[src/rtl/mem_pkg.sv]
// Shared types for the MEM pipeline stage: FSM states, datapath widths and the latched request.
// Request fields are captured once per access so the stage ignores upstream inputs while waiting.
package mem_pkg;
  localparam int DATA_W = 16;
  localparam int RD_W   = 4;

  typedef enum logic {
    IDLE = 1'b0,
    WAIT = 1'b1
  } mem_state_e;

  typedef struct packed {
    logic [DATA_W-1:0] addr;
    logic [DATA_W-1:0] wdata;
    logic              we;
    logic [RD_W-1:0]   rd;
    logic              regwrite;
    logic              mem_to_reg;
    logic              ret;
  } mem_req_t;
endpackage

[src/rtl/mem_timeout_ctr.sv]
// Saturating wait counter: clear restarts at 0, enable counts up to MAX_CYC-1 and holds there.
// expired is combinational from the count; no backpressure, one increment per enabled cycle.
module mem_timeout_ctr #(
  parameter int MAX_CYC = 64
) (
  input  logic clk,
  input  logic rst_n,
  input  logic clear,
  input  logic enable,
  output logic expired
);
  localparam int CW = $clog2(MAX_CYC);
  localparam logic [CW-1:0] LAST = CW'(MAX_CYC - 1);

  logic [CW-1:0] cnt;

  always_ff @(posedge clk) begin
    if (!rst_n) begin
      cnt <= '0;
    end else if (clear) begin
      cnt <= '0;
    end else if (enable && (cnt != LAST)) begin
      cnt <= cnt + 1'b1;
    end
  end

  assign expired = (cnt == LAST);
endmodule

[src/rtl/mem_access_stage.sv]
// MEM stage: LW/SW/CALL against a req/ack data memory, result registered into MEM/WB.
// Latency 1 for non-memory ops, 2 + ack wait for accesses; stall_out holds upstream until ack or timeout.
module mem_access_stage
  import mem_pkg::*;
#(
  parameter int TIMEOUT_CYC = 64
) (
  input  logic              clk,
  input  logic              rst_n,
  input  logic              regwrite_in,
  input  logic              memwrite_in,
  input  logic              memread_in,
  input  logic              call_in,
  input  logic              mem_to_reg_in,
  input  logic [RD_W-1:0]   reg_rd_in,
  input  logic [DATA_W-1:0] alu_result_in,
  input  logic [DATA_W-1:0] store_data_in,
  input  logic              ret_future_in,
  output logic              stall_out,
  output logic              dmem_req,
  output logic              dmem_we,
  output logic [DATA_W-1:0] dmem_addr,
  output logic [DATA_W-1:0] dmem_wdata,
  input  logic              dmem_ack,
  input  logic [DATA_W-1:0] dmem_rdata,
  output logic              wb_valid,
  output logic              wb_regwrite,
  output logic [RD_W-1:0]   wb_rd,
  output logic [DATA_W-1:0] wb_data,
  output logic              wb_ret,
  output logic              mem_err
);
  mem_state_e state, state_nxt;
  mem_req_t   req_q;
  logic       access;
  logic       expired;

  assign access = memread_in | memwrite_in | call_in;

  mem_timeout_ctr #(
    .MAX_CYC (TIMEOUT_CYC)
  ) u_timeout (
    .clk     (clk),
    .rst_n   (rst_n),
    .clear   (state == IDLE),
    .enable  (state == WAIT),
    .expired (expired)
  );

  always_ff @(posedge clk) begin
    if (!rst_n) begin
      state <= IDLE;
    end else begin
      state <= state_nxt;
    end
  end

  // Ack takes precedence over expiry, so a response on the last wait cycle still succeeds.
  always_comb begin
    state_nxt = state;
    stall_out = 1'b0;
    case (state)
      IDLE: begin
        if (access) begin
          stall_out = 1'b1;
          state_nxt = WAIT;
        end
      end
      WAIT: begin
        stall_out = ~(dmem_ack | expired);
        if (dmem_ack || expired) begin
          state_nxt = IDLE;
        end
      end
      default: state_nxt = IDLE;
    endcase
  end

  always_ff @(posedge clk) begin
    if (!rst_n) begin
      req_q <= '0;
    end else if ((state == IDLE) && access) begin
      req_q.addr       <= alu_result_in;
      req_q.wdata      <= store_data_in;
      req_q.we         <= memwrite_in | call_in;
      req_q.rd         <= reg_rd_in;
      req_q.regwrite   <= regwrite_in;
      req_q.mem_to_reg <= mem_to_reg_in;
      req_q.ret        <= ret_future_in;
    end
  end

  assign dmem_req   = (state == WAIT);
  assign dmem_we    = req_q.we;
  assign dmem_addr  = req_q.addr;
  assign dmem_wdata = req_q.wdata;

  always_ff @(posedge clk) begin
    if (!rst_n) begin
      wb_valid    <= 1'b0;
      wb_regwrite <= 1'b0;
      wb_rd       <= '0;
      wb_data     <= '0;
      wb_ret      <= 1'b0;
      mem_err     <= 1'b0;
    end else begin
      mem_err <= 1'b0;
      if (state == IDLE) begin
        if (!access) begin
          wb_valid    <= 1'b1;
          wb_regwrite <= regwrite_in;
          wb_rd       <= reg_rd_in;
          wb_data     <= alu_result_in;
          wb_ret      <= ret_future_in;
        end else begin
          wb_valid    <= 1'b0;
          wb_regwrite <= 1'b0;
        end
      end else if (dmem_ack) begin
        wb_valid    <= 1'b1;
        wb_regwrite <= req_q.regwrite;
        wb_rd       <= req_q.rd;
        wb_data     <= req_q.mem_to_reg ? dmem_rdata : req_q.addr;
        wb_ret      <= req_q.ret;
      end else if (expired) begin
        // Aborted access still retires so the pipeline keeps order, but must not write the regfile.
        wb_valid    <= 1'b1;
        wb_regwrite <= 1'b0;
        wb_rd       <= req_q.rd;
        wb_data     <= req_q.addr;
        wb_ret      <= req_q.ret;
        mem_err     <= 1'b1;
      end else begin
        wb_valid    <= 1'b0;
        wb_regwrite <= 1'b0;
      end
    end
  end
endmodule

[config.mk]
export PLATFORM = sky130hd
export DESIGN_NAME = mem_access_stage
export DESIGN_NICKNAME = d
export VERILOG_FILES = /design/src/rtl/mem_pkg.sv /design/src/rtl/mem_timeout_ctr.sv /design/src/rtl/mem_access_stage.sv
export SDC_FILE = /design/constraint.sdc
export NUM_CORES = 1
export LEC_CHECK = 0
export ABC_AREA = 1
export CAP_MARGIN = 20
export CORE_AREA = 2 2 107 78
export DETAILED_ROUTE_END_ITERATION = 10
export DIE_AREA = 0 0 109 80
export PLACE_DENSITY = 0.78
export SLEW_MARGIN = 10
export SYNTH_ARGS = -nofsm -noshare
export SYNTH_HDL_FRONTEND = slang
export SYNTH_HIERARCHICAL = 1
export SYNTH_SLANG_ARGS = --single-unit
export TNS_END_PERCENT = 10
[constraint.sdc]
create_clock -name clk -period 2.2 [get_ports clk]
set_input_delay 0.22 -clock clk [delete_from_list [all_inputs] [get_ports clk]]
set_output_delay 0.22 -clock clk [all_outputs]
set_load 0.01 [all_outputs]
Word-level counts from Yosys, hierarchy flattened:

Index checks and enable logic that the tools add are counted.

* flip-flop bits (word level): 71
* bits of input ports: 61
* output and inout bits: 59
* word-level logic and storage cells: 57

* add/sub/neg operators: 1
* eq/ne operators: 4
* multiplexer cells: 24
* bitwise logic cells: 7
* reductions and logical operators: 6

Operators with widths (number)
* $mux 16: 5
* $mux 4: 4
* $mux 1: 13
* $add 6x1->6 const B: 1
* $eq 6x6->1 const B: 1
* $ne 6x6->1 const B: 1
* $or 1x1->1: 4
* $pmux 1 s2: 2
* $reduce_and 2->1: 2
* $ne 3x2->1 const B: 1
* $not 1->1: 3
* $reduce_or 3->1: 1
* $logic_and 1x1->1: 2
* $ne 2x2->1 const B: 1
* $logic_or 1x1->1: 1

Longest topological paths before layout:

* depth after elaboration: 4
* depth in mapped cells: 11
* depth with buffers taken out: 10

Cells and area by module:

The synthesis kept the hierarchy.

By module, submodules not included
* mem_access_stage: times used 1, cells an instance 449, area each 2987.9 µm², seq. area each 1301.2 µm²
* mem_timeout_ctr: times used 1, cells an instance 52, area each 367.9 µm², seq. area each 120.1 µm²

Least setup slack after synthesis:

Ideal clock, no wire load.

* path type: register to register
* from: reg u_timeout.cnt[0]
* to: reg wb_data[0]
* setup time: 0.058 ns
* data arrival time: 1.466 ns
* data required time: 2.142 ns
* path slack: 0.676 ns
* cell stages (with the launch flop): 12
* path buffers: 1
* clock period less this slack: 1.524 ns
* path through: dfxtp_1 ha_1 nand2_2 nor2_4 nand2_4 inv_1 o21ai_1 nand2_1 nor2_2 buf_4 nand2_1 nand2_1

* cells in the longest elaborated chain, start to end: 3

RTL lines
* start, declared: line mem_timeout_ctr.sv:15 `logic [CW-1:0] cnt;`
* start signal, assigned: line mem_timeout_ctr.sv:23 `cnt <= cnt + 1'b1;`
* $eq 6x6->1: line mem_timeout_ctr.sv:27 `assign expired = (cnt == LAST);`
* net expired: line mem_access_stage.sv:36 `logic expired;`
* $ne 3x2->1 (no source line)
* $reduce_and 2->1 (no source line)
* end signal, assigned: line mem_access_stage.sv:113 `wb_data <= alu_result_in;`
* end signal, assigned: line mem_access_stage.sv:123 `wb_data <= req_q.mem_to_reg ? dmem_rdata : req_q.addr;`
* end signal, assigned: line mem_access_stage.sv:130 `wb_data <= req_q.addr;`
* end, declared: line mem_access_stage.sv:29 `output logic [DATA_W-1:0] wb_data,`

The timed path passes the listed nets, and every way through them passes these cells.
A chain may end at the register's enable or synchronous reset.

Worst setup path in the final report:

* from: reg u_timeout.cnt[1]
* to: out stall_out

* cells in the longest elaborated chain, start to end: 4

RTL lines
* $eq 6x6->1: line mem_timeout_ctr.sv:27
* net expired: line mem_access_stage.sv:36
* $or 1x1->1: line mem_access_stage.sv:70 `stall_out = ~(dmem_ack | expired);`
* $not 1->1: line mem_access_stage.sv:70
* $pmux 1 s2: line mem_access_stage.sv:62 `case (state)`
* end, declared: line mem_access_stage.sv:19 `output logic stall_out,`

The timed path passes the listed nets, and every way through them passes these cells.

==> impl_metrics.ini <==
[cells_and_area]
layout-drive-gt1-share_pct = 6.60
syn_to_final_growth_pct = 36.5
layout.nets = 648
diodes = 0
fillers = 744

[logic_synthesis]
synthAdderAreaFrac_pct = 0.373
synth-xor-area-share_pct = 0.261
synth_warnings = 6
synth_top_area_share_pct = 42.4
synth_seq_cells = 71
syn_area_um2 = 3360
yosys-top-cells-area = dfxtp_1, nand2_1, nor2_1, buf_4, o21ai_0
syn-num-nets = 563
synth-compound-area-share_pct = 7.20
synth.avg_cell_area_um2 = 6.70
synth_top_family_by_area = simple AND/OR/NAND/NOR gates
muxShareOfSynthArea_pct = 0
yosysUniqueCellTypes = 28
synth-seq-area-share_pct = 42.4
synth_cells = 501
yosysTopAreaCell = dfxtp_1
yosys.area_share.simple_pct = 33.9

[placement]
dp_slack_ns = 0.222
portBuffers = 119
dp_hpwl_mm = 6.16
gp_congestion = 0.862

[worst_setup_path]
cp_data_arrival_time_ns = 1.83
cp.required_ns = 1.98
reg2reg_slack_ns = 0.48
critPathMaxFanout = 6
end_kind = output pin
cp-start-kind = flop
critical_path_class = reg -> out

[power_and_ir_drop]
p_per_area_nw_per_um2 = 679
power.internal_mw = 2.27
power.share.clock_pct = 32.3
combinationalPowerShare_pct = 21.3
fin_total_pwr_mw = 3.11
swShare_pct = 27.0
vdd_drop_max_v = 0.000334
leakage_nw = 2.16
power_switching_uw = 841
pwr-share-seq_pct = 46.4

[clock_tree]
cts_max_level = 3
cts.sinks = 71
ctsHoldBuffers = 0
clockBufferDepth = 2
cts_tree = done
clk-insertion-delay-late_ns = 0.33
cts-buffers-inserted = 9
cts.clk_slew.worst_paths_ns = 0.07
root_buffer = clkbuf_8
cts_post_setup_buffers_inserted = 0

[timing]
clock-skew-final_ns = 0.00976
tightestPinTransition_ns = 0.715
final-setup-viol-count = 0
fmax_mhz = 487
rsz0062_at_grt = false
finalHoldViolations = 0
whs_ns = 0.454
fin_crit_ns = 2.05
finalCritPeriodShare_pct = 93.4
fin_tns_setup_ns = 0
slew_viol_final = 0
setup_slack_ns = 0.146
relSlewSlack_pct = 52.2

[route]
post_drt_wl_per_cell_um = 12.8
detail-route-antenna-nets = 0
drc = 0
drtIter0Drc = 113
wirelength_mm = 8.86
vias = 3212
vias_per_cell = 4.64
first_pass_iters = 4

[floorplan]
dieArea_um2 = 8720
ioPinCount = 120
die_x_um = 109
row_count = 27
die_h_um = 80
start_util_pct = 43.8
coreArea_um2 = 7670

[min_path]
hold_class = reg -> reg

[outcome]
outcome = completed

[global_route]
grt_usage_pct = 21.5
antenna_found_initial = 0
first_global_vias = 3206
grt_pass1_wl_mm = 14.8
grt_max_degree = 41
grt-ovfl-total = 0

[job]
max_cap_viol_count = 0
==> Yosys cell counts (all sizes together) <==
cell type  count
nor2          89
o21ai         42
clkbuf         8
nand2        163
a21oi          4
nand4          3
a21boi         1
nor3           1
nand3b         1
xor2           1
ha             1
inv           47
buf           46
dfxtp         71
clkinv         1
nand3         22
==> final timing paths <==
check / to / from / cells after the start
max reg2reg: wb_data[10] / u_timeout/cnt[1] / 10
min: wb_data[7] / wb_data[7] / 2
max: stall_out / u_timeout/cnt[1] / 9
min reg2reg: wb_data[7] / wb_data[7] / 2
==> placed cells by master (no fill, tap or decap), types with 3 or more instances in the layout <==
cell / count
a21oi_1: 3
buf_4: 9
clkbuf_8: 10
clkdlybuf4s50_1: 118
clkinv_2: 3
dfxtp_1: 70
inv_1: 42
inv_2: 5
nand2_1: 159
nand3_1: 21
nand4_1: 3
nor2_1: 86
o21ai_0: 38
o21ai_1: 3
==> cell type report <==
class | count | area (um2) | share of cell area [%]
clock inverter | 4 | 45.0 | 0.983
clock buffer | 12 | 145 | 3.17
tap | 101 | 126 | 2.76
inverter | 48 | 180 | 3.93
multi-input combinational | 328 | 1410 | 30.7
sequential | 71 | 1420 | 31.0
timing repair buffer | 128 | 1260 | 27.4
==> flip-flops by register name, indices dropped and copies added (netlist names) <==
| signal | cells |
|---|---|
| dmem_addr | 16 |
| mem_err | 1 |
| wb_regwrite | 1 |
| wb_rd | 4 |
| dmem_wdata | 16 |
| wb_data | 16 |
| wb_valid | 1 |
| dmem_req | 1 |
| req_q | 7 |
| dmem_we | 1 |
| wb_ret | 1 |
| u_timeout/cnt | 6 |
==> routing by layer <==
| metal | part of all wire, % | GRT usage, % | vias up |
|---|---|---|---|
| li1 | - | - | 1657 |
| met1 | 45 | 27.0 | 1436 |
| met2 | 46 | 35.6 | 117 |
| met3 | 9.0 | 7.43 | 2 |
| met4 | 0.26 | 4.49 | 0 |
| met5 | 0 | 0 | - |
==> metrics by stage <==
stage	cells	util, %	area [um2]
floorplan	501	-	3360
global placement	676	57.2	4390
detailed placement	676	57.2	4390
CTS	692	59.7	4580
global route	692	59.7	4580
finish	692	59.7	4580
==> cell families after synthesis <==
group,after synthesis
AO/OA/AOI/OAI,47
XOR/XNOR,1
buffers and inverters,102
adder cells (fa/ha/maj),1
flip-flops,71
AND/OR/NAND/NOR,279
==> timing repair <==
item / in CTS / in global routing
pin swaps: 0 / 0
hold endpoints to repair: 0 / 0
setup endpoints to repair: 1 / 1
resized for setup: 2 / 1
cloned: 0 / 0
==> critical path, stage by stage, from the launching register on <==
cell and delay, ns:
dfxtp_1 0.39, ha_1 0.23, nand2_2 0.08, nor2_4 0.12, nand2_4 0.10, inv_1 0.09
o21ai_2 0.07, nand2_1 0.11, inv_1 0.04, dlygate4sd2_1 0.28
==> power by group through the flow <==
stage | sequential (mW) | combinational, mW | clock [mW]
after floorplan | 1.47 | 0.374 | 0
after detailed placement | 1.47 | 0.664 | 0
after global placement | 1.47 | 0.652 | 0
after CTS | 1.44 | 0.667 | 1.04
after global routing | 1.45 | 0.736 | 1.11
final | 1.44 | 0.664 | 1.01
Power figures use the tool's default switching activity.
